$ cat src/rtl/multicycle_core.sv
// Multi-cycle MIPS-subset core: FETCH/DECODE/EXEC/MEM/WB controller with req/ack memory ports.
// Define DEBUG_REGS_EN to expose registers $8, $16..$19 on debug_Reg* output ports.
module multicycle_core #(
  parameter int                ADDR_W   = 32,
  parameter logic [ADDR_W-1:0] RESET_PC = '0,
  parameter int                CNT_W    = 32
) (
  input  logic              Clock,
  input  logic              Reset,
  output logic              imem_req,
  output logic [ADDR_W-1:0] imem_addr,
  input  logic              imem_ack,
  input  logic [31:0]       imem_rdata,
  output logic              dmem_req,
  output logic              dmem_we,
  output logic [ADDR_W-1:0] dmem_addr,
  output logic [31:0]       dmem_wdata,
  input  logic              dmem_ack,
  input  logic [31:0]       dmem_rdata,
  output logic [31:0]       Instruction,
  output logic [CNT_W-1:0]  retired,
  output logic              illegal
`ifdef DEBUG_REGS_EN
  ,
  (* mark_debug = "true" *) output logic [31:0] debug_Reg8,
  (* mark_debug = "true" *) output logic [31:0] debug_Reg16,
  (* mark_debug = "true" *) output logic [31:0] debug_Reg17,
  (* mark_debug = "true" *) output logic [31:0] debug_Reg18,
  (* mark_debug = "true" *) output logic [31:0] debug_Reg19
`endif
);

  localparam logic [2:0] S_FETCH  = 3'd0;
  localparam logic [2:0] S_DECODE = 3'd1;
  localparam logic [2:0] S_EXEC   = 3'd2;
  localparam logic [2:0] S_MEM    = 3'd3;
  localparam logic [2:0] S_WB     = 3'd4;

  localparam logic [5:0] OP_RTYPE = 6'h00;
  localparam logic [5:0] OP_J     = 6'h02;
  localparam logic [5:0] OP_BEQ   = 6'h04;
  localparam logic [5:0] OP_BNE   = 6'h05;
  localparam logic [5:0] OP_ADDI  = 6'h08;
  localparam logic [5:0] OP_LW    = 6'h23;
  localparam logic [5:0] OP_SW    = 6'h2B;

  localparam logic [5:0] F_SLL = 6'h00;
  localparam logic [5:0] F_SRL = 6'h02;
  localparam logic [5:0] F_ADD = 6'h20;
  localparam logic [5:0] F_SUB = 6'h22;
  localparam logic [5:0] F_AND = 6'h24;
  localparam logic [5:0] F_OR  = 6'h25;
  localparam logic [5:0] F_SLT = 6'h2A;

  localparam logic [ADDR_W-1:0] J_MASK = ADDR_W'(28'hFFF_FFFF);

  logic [2:0]        state_q, state_d;
  logic [ADDR_W-1:0] pc_q, pc_d;
  logic [31:0]       ir_q, ir_d;
  logic [31:0]       a_q, a_d;
  logic [31:0]       b_q, b_d;
  logic [31:0]       alu_q, alu_d;
  logic [31:0]       mdr_q, mdr_d;
  logic [31:0]       instr_q, instr_d;
  logic [CNT_W-1:0]  retired_q, retired_d;
  logic              illegal_q, illegal_d;
  logic              imem_req_q, imem_req_d;
  logic [ADDR_W-1:0] imem_addr_q, imem_addr_d;
  logic              dmem_req_q, dmem_req_d;
  logic              dmem_we_q, dmem_we_d;
  logic [ADDR_W-1:0] dmem_addr_q, dmem_addr_d;
  logic [31:0]       dmem_wdata_q, dmem_wdata_d;

  logic [31:0] regs_q [32];
  logic        rf_we;
  logic [4:0]  rf_waddr;
  logic [31:0] rf_wdata;
  logic [31:0] rf_rs, rf_rt;

  logic [5:0]  opcode, funct;
  logic [4:0]  rs, rt, rd, shamt;
  logic [15:0] imm16;
  logic [25:0] imm26;
  logic [31:0] imm_sext;
  logic [31:0] alu_res;
  logic        is_legal;
  logic        branch_taken;
  logic [ADDR_W-1:0] br_target, j_target;

  assign opcode   = ir_q[31:26];
  assign rs       = ir_q[25:21];
  assign rt       = ir_q[20:16];
  assign rd       = ir_q[15:11];
  assign shamt    = ir_q[10:6];
  assign funct    = ir_q[5:0];
  assign imm16    = ir_q[15:0];
  assign imm26    = ir_q[25:0];
  assign imm_sext = {{16{imm16[15]}}, imm16};

  assign rf_rs = (rs == 5'd0) ? 32'd0 : regs_q[rs];
  assign rf_rt = (rt == 5'd0) ? 32'd0 : regs_q[rt];

  // pc_q already holds PC+4 once the instruction has been fetched.
  assign br_target    = pc_q + ADDR_W'($signed({imm16, 2'b00}));
  assign j_target     = (pc_q & ~J_MASK) | ADDR_W'({imm26, 2'b00});
  assign branch_taken = (opcode == OP_BEQ) ? (a_q == b_q) : (a_q != b_q);

  always_comb begin
    is_legal = 1'b0;
    alu_res  = 32'd0;
    case (opcode)
      OP_RTYPE: begin
        is_legal = 1'b1;
        case (funct)
          F_ADD:   alu_res = a_q + b_q;
          F_SUB:   alu_res = a_q - b_q;
          F_AND:   alu_res = a_q & b_q;
          F_OR:    alu_res = a_q | b_q;
          F_SLT:   alu_res = {31'd0, $signed(a_q) < $signed(b_q)};
          F_SLL:   alu_res = b_q << shamt;
          F_SRL:   alu_res = b_q >> shamt;
          default: is_legal = 1'b0;
        endcase
      end
      OP_ADDI, OP_LW, OP_SW: begin
        is_legal = 1'b1;
        alu_res  = a_q + imm_sext;
      end
      OP_BEQ, OP_BNE, OP_J: is_legal = 1'b1;
      default:              is_legal = 1'b0;
    endcase
  end

  always_comb begin
    state_d   = state_q;
    pc_d      = pc_q;
    ir_d      = ir_q;
    a_d       = a_q;
    b_d       = b_q;
    alu_d     = alu_q;
    mdr_d     = mdr_q;
    instr_d   = instr_q;
    retired_d = retired_q;
    illegal_d = illegal_q;
    rf_we     = 1'b0;
    rf_waddr  = 5'd0;
    rf_wdata  = 32'd0;
    case (state_q)
      S_FETCH: begin
        if (imem_req_q && imem_ack) begin
          ir_d    = imem_rdata;
          pc_d    = pc_q + ADDR_W'(4);
          state_d = S_DECODE;
        end
      end
      S_DECODE: begin
        a_d     = rf_rs;
        b_d     = rf_rt;
        state_d = S_EXEC;
      end
      S_EXEC: begin
        alu_d   = alu_res;
        state_d = S_FETCH;
        if (!is_legal) begin
          illegal_d = 1'b1;
          retired_d = retired_q + CNT_W'(1);
        end else begin
          case (opcode)
            OP_BEQ, OP_BNE: begin
              if (branch_taken) pc_d = br_target;
              retired_d = retired_q + CNT_W'(1);
            end
            OP_J: begin
              pc_d      = j_target;
              retired_d = retired_q + CNT_W'(1);
            end
            OP_LW, OP_SW: state_d = S_MEM;
            default:      state_d = S_WB;
          endcase
        end
      end
      S_MEM: begin
        if (dmem_req_q && dmem_ack) begin
          if (opcode == OP_LW) begin
            mdr_d   = dmem_rdata;
            state_d = S_WB;
          end else begin
            retired_d = retired_q + CNT_W'(1);
            state_d   = S_FETCH;
          end
        end
      end
      S_WB: begin
        rf_we     = 1'b1;
        rf_waddr  = (opcode == OP_RTYPE) ? rd : rt;
        rf_wdata  = (opcode == OP_LW) ? mdr_q : alu_q;
        instr_d   = rf_wdata;
        retired_d = retired_q + CNT_W'(1);
        state_d   = S_FETCH;
      end
      default: state_d = S_FETCH;
    endcase
  end

  // Requests are registered and raised on the edge entering FETCH/MEM, so a zero-wait
  // memory can ack in the very first cycle of the state.
  always_comb begin
    imem_req_d   = (state_d == S_FETCH);
    imem_addr_d  = imem_req_d ? pc_d : imem_addr_q;
    dmem_req_d   = (state_d == S_MEM);
    dmem_addr_d  = dmem_addr_q;
    dmem_wdata_d = dmem_wdata_q;
    dmem_we_d    = 1'b0;
    if (state_q == S_EXEC && state_d == S_MEM) begin
      dmem_addr_d  = ADDR_W'(alu_res);
      dmem_wdata_d = b_q;
      dmem_we_d    = (opcode == OP_SW);
    end else if (state_q == S_MEM && state_d == S_MEM) begin
      dmem_we_d = dmem_we_q;
    end
  end

  always_ff @(posedge Clock) begin
    if (Reset) begin
      state_q      <= S_FETCH;
      pc_q         <= RESET_PC;
      ir_q         <= '0;
      a_q          <= '0;
      b_q          <= '0;
      alu_q        <= '0;
      mdr_q        <= '0;
      instr_q      <= '0;
      retired_q    <= '0;
      illegal_q    <= 1'b0;
      imem_req_q   <= 1'b0;
      imem_addr_q  <= '0;
      dmem_req_q   <= 1'b0;
      dmem_we_q    <= 1'b0;
      dmem_addr_q  <= '0;
      dmem_wdata_q <= '0;
    end else begin
      state_q      <= state_d;
      pc_q         <= pc_d;
      ir_q         <= ir_d;
      a_q          <= a_d;
      b_q          <= b_d;
      alu_q        <= alu_d;
      mdr_q        <= mdr_d;
      instr_q      <= instr_d;
      retired_q    <= retired_d;
      illegal_q    <= illegal_d;
      imem_req_q   <= imem_req_d;
      imem_addr_q  <= imem_addr_d;
      dmem_req_q   <= dmem_req_d;
      dmem_we_q    <= dmem_we_d;
      dmem_addr_q  <= dmem_addr_d;
      dmem_wdata_q <= dmem_wdata_d;
    end
  end

  always_ff @(posedge Clock) begin
    if (Reset) begin
      for (int i = 0; i < 32; i++) regs_q[i] <= '0;
    end else if (rf_we && rf_waddr != 5'd0) begin
      regs_q[rf_waddr] <= rf_wdata;
    end
  end

  assign imem_req    = imem_req_q;
  assign imem_addr   = imem_addr_q;
  assign dmem_req    = dmem_req_q;
  assign dmem_we     = dmem_we_q;
  assign dmem_addr   = dmem_addr_q;
  assign dmem_wdata  = dmem_wdata_q;
  assign Instruction = instr_q;
  assign retired     = retired_q;
  assign illegal     = illegal_q;

`ifdef DEBUG_REGS_EN
  assign debug_Reg8  = regs_q[8];
  assign debug_Reg16 = regs_q[16];
  assign debug_Reg17 = regs_q[17];
  assign debug_Reg18 = regs_q[18];
  assign debug_Reg19 = regs_q[19];
`endif

endmodule
$ cat config.mk
export PLATFORM = sky130hd
export DESIGN_NAME = multicycle_core
export DESIGN_NICKNAME = d
export VERILOG_FILES = /design/src/rtl/multicycle_core.sv
export SDC_FILE = /design/constraint.sdc
export NUM_CORES = 2
export LEC_CHECK = 0
export ABC_CLOCK_PERIOD_IN_PS = 11200
export CAP_MARGIN = 10
export CORE_AREA = 2 2 419 421
export CTS_CLUSTER_SIZE = 8
export DETAILED_ROUTE_END_ITERATION = 10
export DIE_AREA = 0 0 421 423
export GPL_TIMING_DRIVEN = 0
export SYNTH_ARGS = -nofsm -noshare
export SYNTH_HDL_FRONTEND = slang
export SYNTH_SLANG_ARGS = --single-unit
$ cat constraint.sdc
create_clock -name Clock -period 11.2 [get_ports Clock]
set_clock_uncertainty 0.05 [all_clocks]
set_input_delay 2.24 -clock Clock [delete_from_list [all_inputs] [get_ports Clock]]
set_output_delay 2.24 -clock Clock [all_outputs]
set_load 0.03 [all_outputs]
==> metrics.txt <==
drt first pass iters=6; Final Hold Fails=0; Seq pwr share=45.5%; wire length per cell=32.2 um; Post-synth EDFFs=1024; Lkg Pwr=0.0286 uW; die area=0.178 mm2; Slew @ Worst Pin=1470 ps; H-tree levels=4; initial antenna violation count=13; crit path launch type=register; worst hold margin=399 ps; status=complete, no violations; crit-path max FO=10; Multi-input gate area=0.0369 mm2; #FFs+latches synth=1393; Min-Delay Path Depth=2; met3 Use GR=6.55%; die height=423 um; grt total ovfl=0; clock-pin slew on the worst setup and hold paths=50 ps; Crit. End Element=register; clk root buf=clkbuf_16; vias in the first global route=59100; fin crit period=5620 ps; via count of the routed design=60700; Peak VDD IR=151 uV; CTS tree=yes; Fmax=178 MHz; first-pass GRT wire length=427000 um; Clk pwr share=42.1%; Crit path arrival time=6220 ps; Avg Vias per Cell=6.40; Yosys Warn Count=0; DRC viols=0; ys async rst share=0%; Final Max Slew Viols=0; Setup Viol. Count Final=0; max cap viols=0; met2 usage=53.9%; Sw Pwr=3360 uW; total CTS buffers=193; Synth Flop Type=edfxtp_1; sequential share of the synthesized area=49.1%; Synth area leaders=edfxtp_1, mux4_2, dfxtp_1, nor2_1, ha_1; Total Wirelength=305000 um; Worst slew margin=2.19%; most common cell in the netlist=nor2_1; DP Wirelength=245000 um; Layout area overhead=14.5%; Post-DRT Antenna Nets=0; routability cong.=1.06; nets=7351; IO buf count=230; GRT Util Overall=33.7%; Starting Density=44.8%; row cnt=153; RSZ-0062 raised after global routing=false; Internal=9420 uW; CTS Sinks=1393; Die X=421 um; # Post-CTS Setup Buffers=0; Power Total=12800 uW; Fillers=15300; Clock Tree Buf Depth=3; gate count of the mapped netlist=6621; cells on worst reg2reg path=14; fin util=51.3%; clock latency on the worst-skew pair=870 ps; core area=0.173 mm2; Critical Path RT=11800 ps; Sw Ratio=26.3%; layout cells sized above 1=15.4%; register area=0.0381 mm2; syn_area_per_cell=11.7 um2; Ports=232; Post-Synthesis Cell Area=0.0776 mm2; CTS Hold Bufs=0; post-cts sizing count=0; fin crit share=50.1%; Iter 0 DRT Violations=7857; critical path type=reg -> reg; top cells by count, synth=nor2_1, edfxtp_1, mux4_2, nand2_1, a21oi_1; largest net degree at the start of global routing=36; hold crit path type=reg -> reg; M1 GR Usage=42.9%; cell taking the most area after synthesis=edfxtp_1; Gate power share=12.5%; Sum Neg Setup Slack=0 ps; gr busiest metal=met2; Cell variety after synth=95; pwr dens=144 mW/mm2; Synth top area share=39.6%
==> worst max-delay path, stage by stage (launching register included) <==
cell and delay (ps):
dfxtp_1 420, clkbuf_1 660, inv_1 200, ha_1 380, buf_2 220, nor4_2 450
nand2_1 110, a211oi_1 350, o21ai_1 260, a31oi_1 420, a21oi_1 240, a21boi_0 260
xnor2_1 140, a221oi_1 1060, a211oi_1 180
==> registers in the layout (all words and copies together) (netlist names), 3 cells and up, named ones only <==
name         count
retired         32
imem_addr       32
Instruction     32
dmem_addr       32
alu_q           32
ir_q            32
pc_q            32
b_q             32
a_q             32
regs_q        1024
state_q          3
dmem_wdata      32
mdr_q           32
==> final cells by class <==
type,instances,share of cell area [%]
diodes,4,0.0113
plain buffers,594,2.60
clock buffers,231,5.66
clock inverters,15,0.290
inverters,131,0.553
multi-input cells,4534,41.5
flip-flops and latches,1393,42.9
well taps,2325,3.27
repair buffers,258,3.16
==> per-stage QoR <==
stage	cell area, um2	cells	worst slack, ps
after floorplan	77800	6652	6520
after global placement	83000	9207	4050
after detailed placement	83600	9234	5350
after CTS	88900	9480	5800
after global routing	88900	9482	5560
final	88900	9485	5580
==> layout by cell type (no fill, tap or decap), types with 25 or more instances in the layout <==
cell type / n
a21oi_1: 431
inv_1: 127
nand3_1: 62
xor2_1: 51
o21ai_0: 138
conb_1: 32
a221oi_1: 31
mux2_2: 42
nand2b_2: 31
buf_1: 175
a211oi_1: 95
a21o_1: 41
a31oi_1: 33
nor3_1: 79
xnor2_1: 61
clkbuf_1: 405
ha_1: 174
clkbuf_16: 195
buf_2: 41
dfxtp_1: 368
o22ai_1: 36
clkdlybuf4s50_1: 230
nand2_1: 490
edfxtp_1: 1024
nor2_1: 1479
mux2i_1: 134
nand4_1: 25
mux4_2: 698
==> power by group through the flow <==
stage	registers (uW)	logic (uW)	clock network, uW
after floorplan	5870	944	0
after global placement	5900	1510	0
after detailed placement	5910	1550	0
after CTS	5810	1550	5400
after global routing	5820	1630	5600
final	5810	1590	5380
==> final timing paths <==
kind	start	to	slack, ps
max reg2reg	b_q[11]	dmem_addr[21]	5580
min reg2reg	mdr_q[6]	mdr_q[6]	400
max	b_q[11]	dmem_addr[21]	5580
min	mdr_q[6]	mdr_q[6]	400
==> routing by layer <==
layer  vias to the layer above  part of all wire [%]
met5                         -                 0.028
met4                        12                   6.8
met3                       799                    10
met2                      3660                    46
met1                     30700                    37
li1                      25600                     -
==> logic make-up after synthesis <==
group	synth area share [%]
buffers and inverters	3.59
AND/OR/NAND/NOR	12.3
flip-flops	49.1
adder cells (fa/ha/maj)	2.91
XOR/XNOR	1.26
multiplexers	22.6
AO/OA/AOI/OAI	8.18
other	0.00483
(Power assumes the default switching activity.)
